<file path="src/rtl/inst_package.sv">
// inst_package: exec-type and opcode encodings shared by the execute stage
// Provides e_type_t, the In* opcodes, the all-Nop instruction word and fu_index().
package inst_package;
   typedef enum logic [3:0] {
      ENop, EAdd, ESub, ERshift, ELshift, EXor, EAnd,
      EFadd, EFsub, EFmul, EFdiv, EFsqrt, EFtoi, EItof
   } e_type_t;
   // Opcode lives in inst[31:26]; In* low two bits are the target byte index.
   localparam logic [5:0] Nop  = 6'h00;
   localparam logic [5:0] Inll = 6'h30;
   localparam logic [5:0] Inlh = 6'h31;
   localparam logic [5:0] Inul = 6'h32;
   localparam logic [5:0] Inuh = 6'h33;
   localparam logic [31:0] NOP_INST = {Nop, 26'd0};
   localparam int unsigned NFU_KINDS = 7;
   // FPU unit index 0..6 for FP exec types, NFU_KINDS otherwise.
   function automatic int unsigned fu_index(input logic [3:0] e);
      return (e >= EFadd && e <= EItof) ? 32'(e - EFadd) : NFU_KINDS;
   endfunction
endpackage

</file>
<file path="src/rtl/lane_alu.sv">
// lane_alu: combinational per-lane integer ALU with UART byte insert for In* ops
// Ports: e_type/opcode select the operation, in_en enables In* (lane 0 only),
// srca/srcb ALU operands, srcs/uart_rdata In* merge inputs, result the lane value.
module lane_alu import inst_package::*; #(
   parameter int XLEN = 32
) (
   input  logic [3:0]      e_type,
   input  logic [5:0]      opcode,
   input  logic            in_en,
   input  logic [XLEN-1:0] srca,
   input  logic [XLEN-1:0] srcb,
   input  logic [XLEN-1:0] srcs,
   input  logic [7:0]      uart_rdata,
   output logic [XLEN-1:0] result
);
   localparam int SW = $clog2(XLEN);
   logic [SW-1:0]   sh;
   logic [XLEN-1:0] alu;
   logic [XLEN-1:0] ins;
   always_comb begin
      sh = srcb[SW-1:0];
      case (e_type)
         EAdd:    alu = srca + srcb;
         ESub:    alu = srca - srcb;
         ERshift: alu = $signed(srca) >>> sh;
         ELshift: alu = srca << sh;
         EXor:    alu = srca ^ srcb;
         EAnd:    alu = srca & srcb;
         default: alu = srcb;
      endcase
      ins = srcs;
      ins[8*opcode[1:0] +: 8] = uart_rdata;
      result = (in_en && opcode inside {Inll, Inlh, Inul, Inuh}) ? ins : alu;
   end
endmodule

</file>
<file path="src/rtl/lane_exec.sv">
// lane_exec: N-lane execute stage with atomic issue, FPU dispatch and perf counters
// Ports: clk/rstn (sync active-low), flush, interlock, in_valid/in_ready handshake;
// bundle inputs pc/inst/srca/srcb/srcs/e_type/rt/rt_flag/uart_rdata; fu_ready per
// lane and unit. Registered outputs: out_valid, pc_out, inst_out, fetch_core, tdata,
// rt_out, rt_flag_out, fu_valid/fu_srca/fu_srcb/fu_rt dispatch, issue_cnt, hold_cnt.
// Lane 0 is the most significant slice of every flattened vector; within a lane's
// NFU slice, bit k is FPU unit k.
module lane_exec import inst_package::*; #(
   parameter int LANES = 2,
   parameter int XLEN  = 32,
   parameter int NFU   = 7,
   parameter int CNTW  = 32
) (
   input  logic                  clk,
   input  logic                  rstn,
   input  logic                  flush,
   input  logic                  interlock,
   input  logic                  in_valid,
   output logic                  in_ready,
   input  logic [31:0]           pc,
   input  logic [LANES*32-1:0]   inst,
   input  logic [LANES*XLEN-1:0] srca,
   input  logic [LANES*XLEN-1:0] srcb,
   input  logic [LANES*XLEN-1:0] srcs,
   input  logic [LANES*4-1:0]    e_type,
   input  logic [LANES*5-1:0]    rt,
   input  logic [LANES-1:0]      rt_flag,
   input  logic [7:0]            uart_rdata,
   input  logic [LANES*NFU-1:0]  fu_ready,
   output logic                  out_valid,
   output logic [31:0]           pc_out,
   output logic [LANES*32-1:0]   inst_out,
   output logic [3:0]            fetch_core,
   output logic [LANES*XLEN-1:0] tdata,
   output logic [LANES*5-1:0]    rt_out,
   output logic [LANES-1:0]      rt_flag_out,
   output logic [LANES*NFU-1:0]  fu_valid,
   output logic [LANES*XLEN-1:0] fu_srca,
   output logic [LANES*XLEN-1:0] fu_srcb,
   output logic [LANES*5-1:0]    fu_rt,
   output logic [CNTW-1:0]       issue_cnt,
   output logic [CNTW-1:0]       hold_cnt
);
   localparam int LW = LANES*XLEN;
   logic [LANES*NFU-1:0] need;
   logic [LANES-1:0]     fp_lane;
   logic [LW-1:0]        alu_res;
   logic                 fu_block;
   logic                 out_valid_q, out_valid_d;
   logic [31:0]          pc_out_q, pc_out_d;
   logic [LANES*32-1:0]  inst_out_q, inst_out_d;
   logic [3:0]           fetch_core_q, fetch_core_d;
   logic [LW-1:0]        tdata_q, tdata_d;
   logic [LANES*5-1:0]   rt_out_q, rt_out_d;
   logic [LANES-1:0]     rt_flag_out_q, rt_flag_out_d;
   logic [LANES*NFU-1:0] fu_valid_q, fu_valid_d;
   logic [LW-1:0]        fu_srca_q, fu_srca_d;
   logic [LW-1:0]        fu_srcb_q, fu_srcb_d;
   logic [LANES*5-1:0]   fu_rt_q, fu_rt_d;
   logic [CNTW-1:0]      issue_cnt_q, issue_cnt_d;
   logic [CNTW-1:0]      hold_cnt_q, hold_cnt_d;

   for (genvar l = 0; l < LANES; l++) begin : g_lane
      localparam int S = LANES - 1 - l;
      lane_alu #(.XLEN(XLEN)) u_alu (
         .e_type     (e_type[S*4 +: 4]),
         .opcode     (inst[S*32+26 +: 6]),
         .in_en      (l == 0),
         .srca       (srca[S*XLEN +: XLEN]),
         .srcb       (srcb[S*XLEN +: XLEN]),
         .srcs       (srcs[S*XLEN +: XLEN]),
         .uart_rdata (uart_rdata),
         .result     (alu_res[S*XLEN +: XLEN])
      );
      for (genvar k = 0; k < NFU; k++) begin : g_fu
         assign need[S*NFU + k] = fu_index(e_type[S*4 +: 4]) == k;
      end
      assign fp_lane[S] = |need[S*NFU +: NFU];
   end

   // Any FP op whose unit is busy blocks the whole bundle (atomic issue).
   assign fu_block = |(need & ~fu_ready);
   assign in_ready = in_valid & ~interlock & ~flush & ~fu_block;

   always_comb begin
      out_valid_d   = out_valid_q;
      pc_out_d      = pc_out_q;
      inst_out_d    = inst_out_q;
      fetch_core_d  = fetch_core_q;
      tdata_d       = tdata_q;
      rt_out_d      = rt_out_q;
      rt_flag_out_d = rt_flag_out_q;
      fu_srca_d     = fu_srca_q;
      fu_srcb_d     = fu_srcb_q;
      fu_rt_d       = fu_rt_q;
      issue_cnt_d   = issue_cnt_q;
      hold_cnt_d    = hold_cnt_q;
      // Dispatch is a single-cycle pulse; anything but an accept clears it.
      fu_valid_d    = in_ready ? need : '0;
      if (flush) begin
         out_valid_d   = 1'b0;
         rt_flag_out_d = '0;
      end else if (!interlock) begin
         out_valid_d   = in_ready;
         rt_flag_out_d = in_ready ? rt_flag & ~fp_lane : '0;
         hold_cnt_d    = (in_valid && !in_ready) ? hold_cnt_q + CNTW'(hold_cnt_q != '1) : hold_cnt_q;
         if (in_ready) begin
            pc_out_d     = pc;
            inst_out_d   = inst;
            fetch_core_d = srca[(LANES-1)*XLEN +: 4];
            tdata_d      = alu_res;
            rt_out_d     = rt;
            fu_srca_d    = srca;
            fu_srcb_d    = srcb;
            fu_rt_d      = rt;
            issue_cnt_d  = issue_cnt_q + CNTW'(issue_cnt_q != '1);
         end
      end
   end

   always_ff @(posedge clk) begin
      if (!rstn) begin
         out_valid_q   <= 1'b0;
         pc_out_q      <= '0;
         inst_out_q    <= {LANES{NOP_INST}};
         fetch_core_q  <= '0;
         tdata_q       <= '0;
         rt_out_q      <= '0;
         rt_flag_out_q <= '0;
         fu_valid_q    <= '0;
         fu_srca_q     <= '0;
         fu_srcb_q     <= '0;
         fu_rt_q       <= '0;
         issue_cnt_q   <= '0;
         hold_cnt_q    <= '0;
      end else begin
         out_valid_q   <= out_valid_d;
         pc_out_q      <= pc_out_d;
         inst_out_q    <= inst_out_d;
         fetch_core_q  <= fetch_core_d;
         tdata_q       <= tdata_d;
         rt_out_q      <= rt_out_d;
         rt_flag_out_q <= rt_flag_out_d;
         fu_valid_q    <= fu_valid_d;
         fu_srca_q     <= fu_srca_d;
         fu_srcb_q     <= fu_srcb_d;
         fu_rt_q       <= fu_rt_d;
         issue_cnt_q   <= issue_cnt_d;
         hold_cnt_q    <= hold_cnt_d;
      end
   end

   assign out_valid   = out_valid_q;
   assign pc_out      = pc_out_q;
   assign inst_out    = inst_out_q;
   assign fetch_core  = fetch_core_q;
   assign tdata       = tdata_q;
   assign rt_out      = rt_out_q;
   assign rt_flag_out = rt_flag_out_q;
   assign fu_valid    = fu_valid_q;
   assign fu_srca     = fu_srca_q;
   assign fu_srcb     = fu_srcb_q;
   assign fu_rt       = fu_rt_q;
   assign issue_cnt   = issue_cnt_q;
   assign hold_cnt    = hold_cnt_q;
endmodule
</file>
<file path="config.mk">
export PLATFORM = sky130hd
export DESIGN_NAME = lane_exec
export DESIGN_NICKNAME = d
export VERILOG_FILES = /design/src/rtl/inst_package.sv /design/src/rtl/lane_alu.sv /design/src/rtl/lane_exec.sv
export SDC_FILE = /design/constraint.sdc
export NUM_CORES = 2
export LEC_CHECK = 0
export ABC_AREA = 1
export CAP_MARGIN = 5
export CORE_ASPECT_RATIO = 1.5
export CORE_MARGIN = 5
export CORE_UTILIZATION = 25
export DETAILED_ROUTE_END_ITERATION = 8
export HOLD_SLACK_MARGIN = 0.12
export PLACE_DENSITY = 0.57
export SETUP_SLACK_MARGIN = 0.2
export SYNTH_ARGS = -nofsm -noshare
export SYNTH_HDL_FRONTEND = slang
export SYNTH_SLANG_ARGS = --single-unit
</file>
<file path="constraint.sdc">
create_clock -name clk -period 5.15 [get_ports clk]
set_clock_uncertainty 0.1 [all_clocks]
set_input_delay 0.7725 -clock clk [delete_from_list [all_inputs] [get_ports clk]]
set_output_delay 0.7725 -clock clk [all_outputs]
set_load 0.05 [all_outputs]
</file>
==> results.py <==
metrics = {
    "pwr": {
        "ir_worst_vdd_v": 0.000240,
        "powerDensity_nw_per_um2": 250,
        "power.leakage_nw": 17.8,
        "totalPowerFinal_mw": 10.4,
    },
    "global_routing": {
        "antenna_found_initial": 25,
        "gr-total-overflow": 0,
        "grt_pass1_wl_um": 253000,
        "grt_start_max_net_pins": 148,
        "grt_use_total": 0.263,
        "grt_pass1_vias": 37298,
    },
    "critical_path": {
        "required_ns": 5.55,
        "critPathMaxFanout": 6,
        "startpoint_type": "input pin",
        "endpoint_kind": "flip-flop",
        "arrival_ns": 4.93,
        "crit_buf_inv": 6,
        "path_cells": "clkdlybuf4s50_1 -> nor2_1 -> nand2_1 -> nor3_1 -> buf_4 -> inv_1 -> nor3_1 -> buf_4 -> inv_1 -> buf_4 -> nand2_1 -> xor2_1 -> ha_1 -> a21oi_1 -> o21ai_0 -> a21oi_1 -> nand3_1 -> or2_2 -> nand2_1 -> a21oi_1 -> nor2_1 -> nor2_1",
        "worstSetupPathType": "input pin to flip-flop",
        "cp_top_family": "simple AND/OR/NAND/NOR gates",
        "critPathSlowestCell": "clkdlybuf4s50_1",
        "max_stage_delay_ns": 0.74,
    },
    "sta": {
        "finalWorstPathRequiredPeriod_ns": 4.52,
        "rsz0062_at_grt": "no",
        "hold_viol": 0,
        "fin_tns_setup_ns": 0,
        "timing.hold.ws_ns": 0.360,
        "slew_viol_final": 0,
        "fin_crit_sh": 0.879,
        "fmax_mhz": 221,
        "setup_violations": 0,
        "slew_headroom": 0.218,
        "worstMarginPinSlew_ns": 1.17,
        "layout_setup_ws_ns": 0.626,
    },
    "route": {
        "routed_wl_um": 180000,
        "dr.pass1.iters": 8,
        "wire_per_inst_um": 24.2,
        "ant_nets": 0,
        "vias_per_cell": 5.15,
        "vias": 38413,
        "drtIter0Drc": 2863,
        "drc": 0,
    },
    "placement": {
        "routabilityCongestion": 1.03,
        "place_hpwl_um": 144000,
        "place_area_um2": 40000,
        "pre_cts_ws_ns": 0.0991,
        "port_buffers": 696,
        "numPlacedInstances": 7362,
    },
    "run_status": {
        "status": "complete, no violations",
    },
    "die": {
        "placement_rows": 156,
        "dieArea_um2": 129000,
        "io_pins": 729,
        "fp.dieH_um": 437,
        "core-area_um2": 121000,
        "initial_core_util": 0.252,
        "die_w_um": 295,
    },
    "clock_network": {
        "cts_tree": "done",
        "post_cts_buffers": 0,
        "clock_sinks": 379,
        "cts_resized": 0,
        "cts_root_buffer": "clkbuf_16",
        "h-tree-depth": 2,
        "path_clk_slew_ns": 0.06,
        "insertion_delay_ns": 0.63,
        "cts_max_path_buffers": 3,
        "cts-buffers-inserted": 46,
        "postCtsHoldBufs": 0,
    },
    "final_layout": {
        "nets": 6316,
        "drive_gt1_frac": 0.0614,
        "layout.cells.non_filler": 7457,
        "finish.instance_area_um2": 41600,
        "final_util": 0.344,
        "area_growth_pct": 36.8,
    },
    "min_path": {
        "hold_class": "flip-flop to flip-flop",
    },
    "logic_synthesis": {
        "ys_seq_area_frac": 0.249,
        "syn_inst": 5139,
        "synth.avg_cell_area_um2": 5.92,
        "synth_async_sr_flop_share": 0,
        "ys_types": 58,
        "synth_nets": 5625,
        "synth_edf_count": 0,
        "dominantRegCellSynth": "dfxtp_1",
        "ys_warn_count": 0,
        "netlist_area_um2": 30400,
        "ys_ff_latch": 379,
    },
    "run": {
        "cap_violations": 0,
    },
}
sequential cells by signal, indices dropped and copies added, names as in the netlist:
register	cells
issue_cnt	32
fu_valid	14
pc_out	32
hold_cnt	32
fu_rt	10
inst_out	64
tdata	64
fetch_core	3
rt_flag_out	2
out_valid	1
fu_srca	61
fu_srcb	64
cell families (layout without fill, tap and decap cells):
kind of cell	Yosys count	count (layout)	share of synthesized area
flops	379	379	0.249
other cells	0	14	0
buf+inv	619	1343	0.0822
compound gates	887	887	0.158
simple gates	2979	2979	0.412
fa+ha+maj	151	151	0.0626
xor+xnor	120	120	0.0345
mux	4	4	0.00132
synth_stat cells, types with 5 or more instances:
cell         n  area share
nand2_1   1402        0.17
nor2_1     721       0.089
nand3_1    631        0.10
o21ai_0    404       0.066
dfxtp_1    379        0.25
inv_1      317       0.039
a21oi_1    310       0.051
clkbuf_1   157       0.019
ha_1       149       0.061
xor2_1     102       0.029
nor3_1      58      0.0095
buf_2       52      0.0086
nand4_1     51       0.010
buf_1       40      0.0049
o21ai_1     39      0.0064
and2_1      28      0.0058
nand3b_1    28      0.0069
o211ai_1    27      0.0067
buf_4       23      0.0057
or2_2       22      0.0045
nor4_1      19      0.0039
xnor2_1     18      0.0052
o22ai_1     16      0.0033
a22o_1      13      0.0037
clkbuf_2    13      0.0021
o21bai_1    13      0.0032
a221oi_1    10      0.0029
a211oi_1     9      0.0022
a31oi_1      8      0.0016
clkinv_1     8     0.00099
a21o_1       7      0.0017
inv_2        7     0.00086
o31ai_1      6      0.0015
nor2_2       5      0.0010
final timing paths:
path | endpoint | depth (start not counted) | startpoint | slack [ns]
min | rt_flag_out[1]$_SDFFE_PP0N_ | 2 | rt_flag_out[1]$_SDFFE_PP0N_ | 0.36
min reg2reg | rt_flag_out[1]$_SDFFE_PP0N_ | 2 | rt_flag_out[1]$_SDFFE_PP0N_ | 0.36
max reg2reg | issue_cnt[31]$_SDFFE_PN0P_ | 15 | issue_cnt[4]$_SDFFE_PN0P_ | 1.99
max | tdata[52]$_SDFFE_PN0P_ | 22 | srcb[38] | 0.63
worst register-to-register path, cell delays in order, from the launching register on:
cell and delay, ns:
dfxtp_1 0.37, nand2_1 0.18, nor2_1 0.08, inv_1 0.09, nor4_1 0.06, nand4_1 0.08, ha_1 0.21, nand3_1 0.23
nor2_1 0.27, inv_1 0.11, nor2_1 0.22, inv_1 0.15, nor4_1 0.53, xor2_1 0.20, nand2_1 0.07, a21oi_1 0.14
cells in the final DEF, fill, tap and decap left out, drive strengths merged, types with 3 or more instances in the layout:
master and n:
nor2 728, o21a 4, diode 14, clkinv 22, nand3 633, nand3b 28
inv 327, bufinv 8, or2 23, nand4 52, ha 149, o31ai 6
o21ai 443, nand2 1402, a221oi 10, and2 29, a211oi 9, xnor2 18
clkdlybuf4s50 691, o21bai 13, a22o 13, a21oi 310, a31oi 8, nor3 58
a21o 7, mux2i 4, o22ai 16, xor2 102, a21boi 3, nor3b 4
o211ai 27, a221o 4, dfxtp 379, nor4 19, buf 238, clkbuf 56
a22oi 3
power breakdown:
part | total (mW) | internal [mW] | switching (mW)
Combinational | 3.61 | 1.20 | 2.41
Clock | 3.63 | 2.13 | 1.50
Sequential | 3.15 | 3.07 | 0.0845
Total | 10.4 | 6.40 | 3.99
routing by layer:
layer  track usage  up-vias  part of all wire
li1              -    18426                 -
met1         0.272    17775              0.35
met2         0.464     1702              0.48
met3        0.0617      494             0.079
met4         0.191       16             0.088
met5             0        -           0.00059
area by class of cell:
| type | instances | area, um^2 |
|---|---|---|
| Clock inverter | 25 | 379 |
| Clock buffer | 56 | 1240 |
| Timing Repair Buffer | 929 | 8800 |
| Tap cell | 1580 | 1980 |
| Multi-Input combinational cell | 4141 | 20300 |
| Fill cell | 13456 | 79200 |
| Antenna cell | 14 | 35.0 |
| Sequential cell | 379 | 7590 |
| Inverter | 333 | 1270 |
No activity file was read; power rests on OpenSTA's default activity.
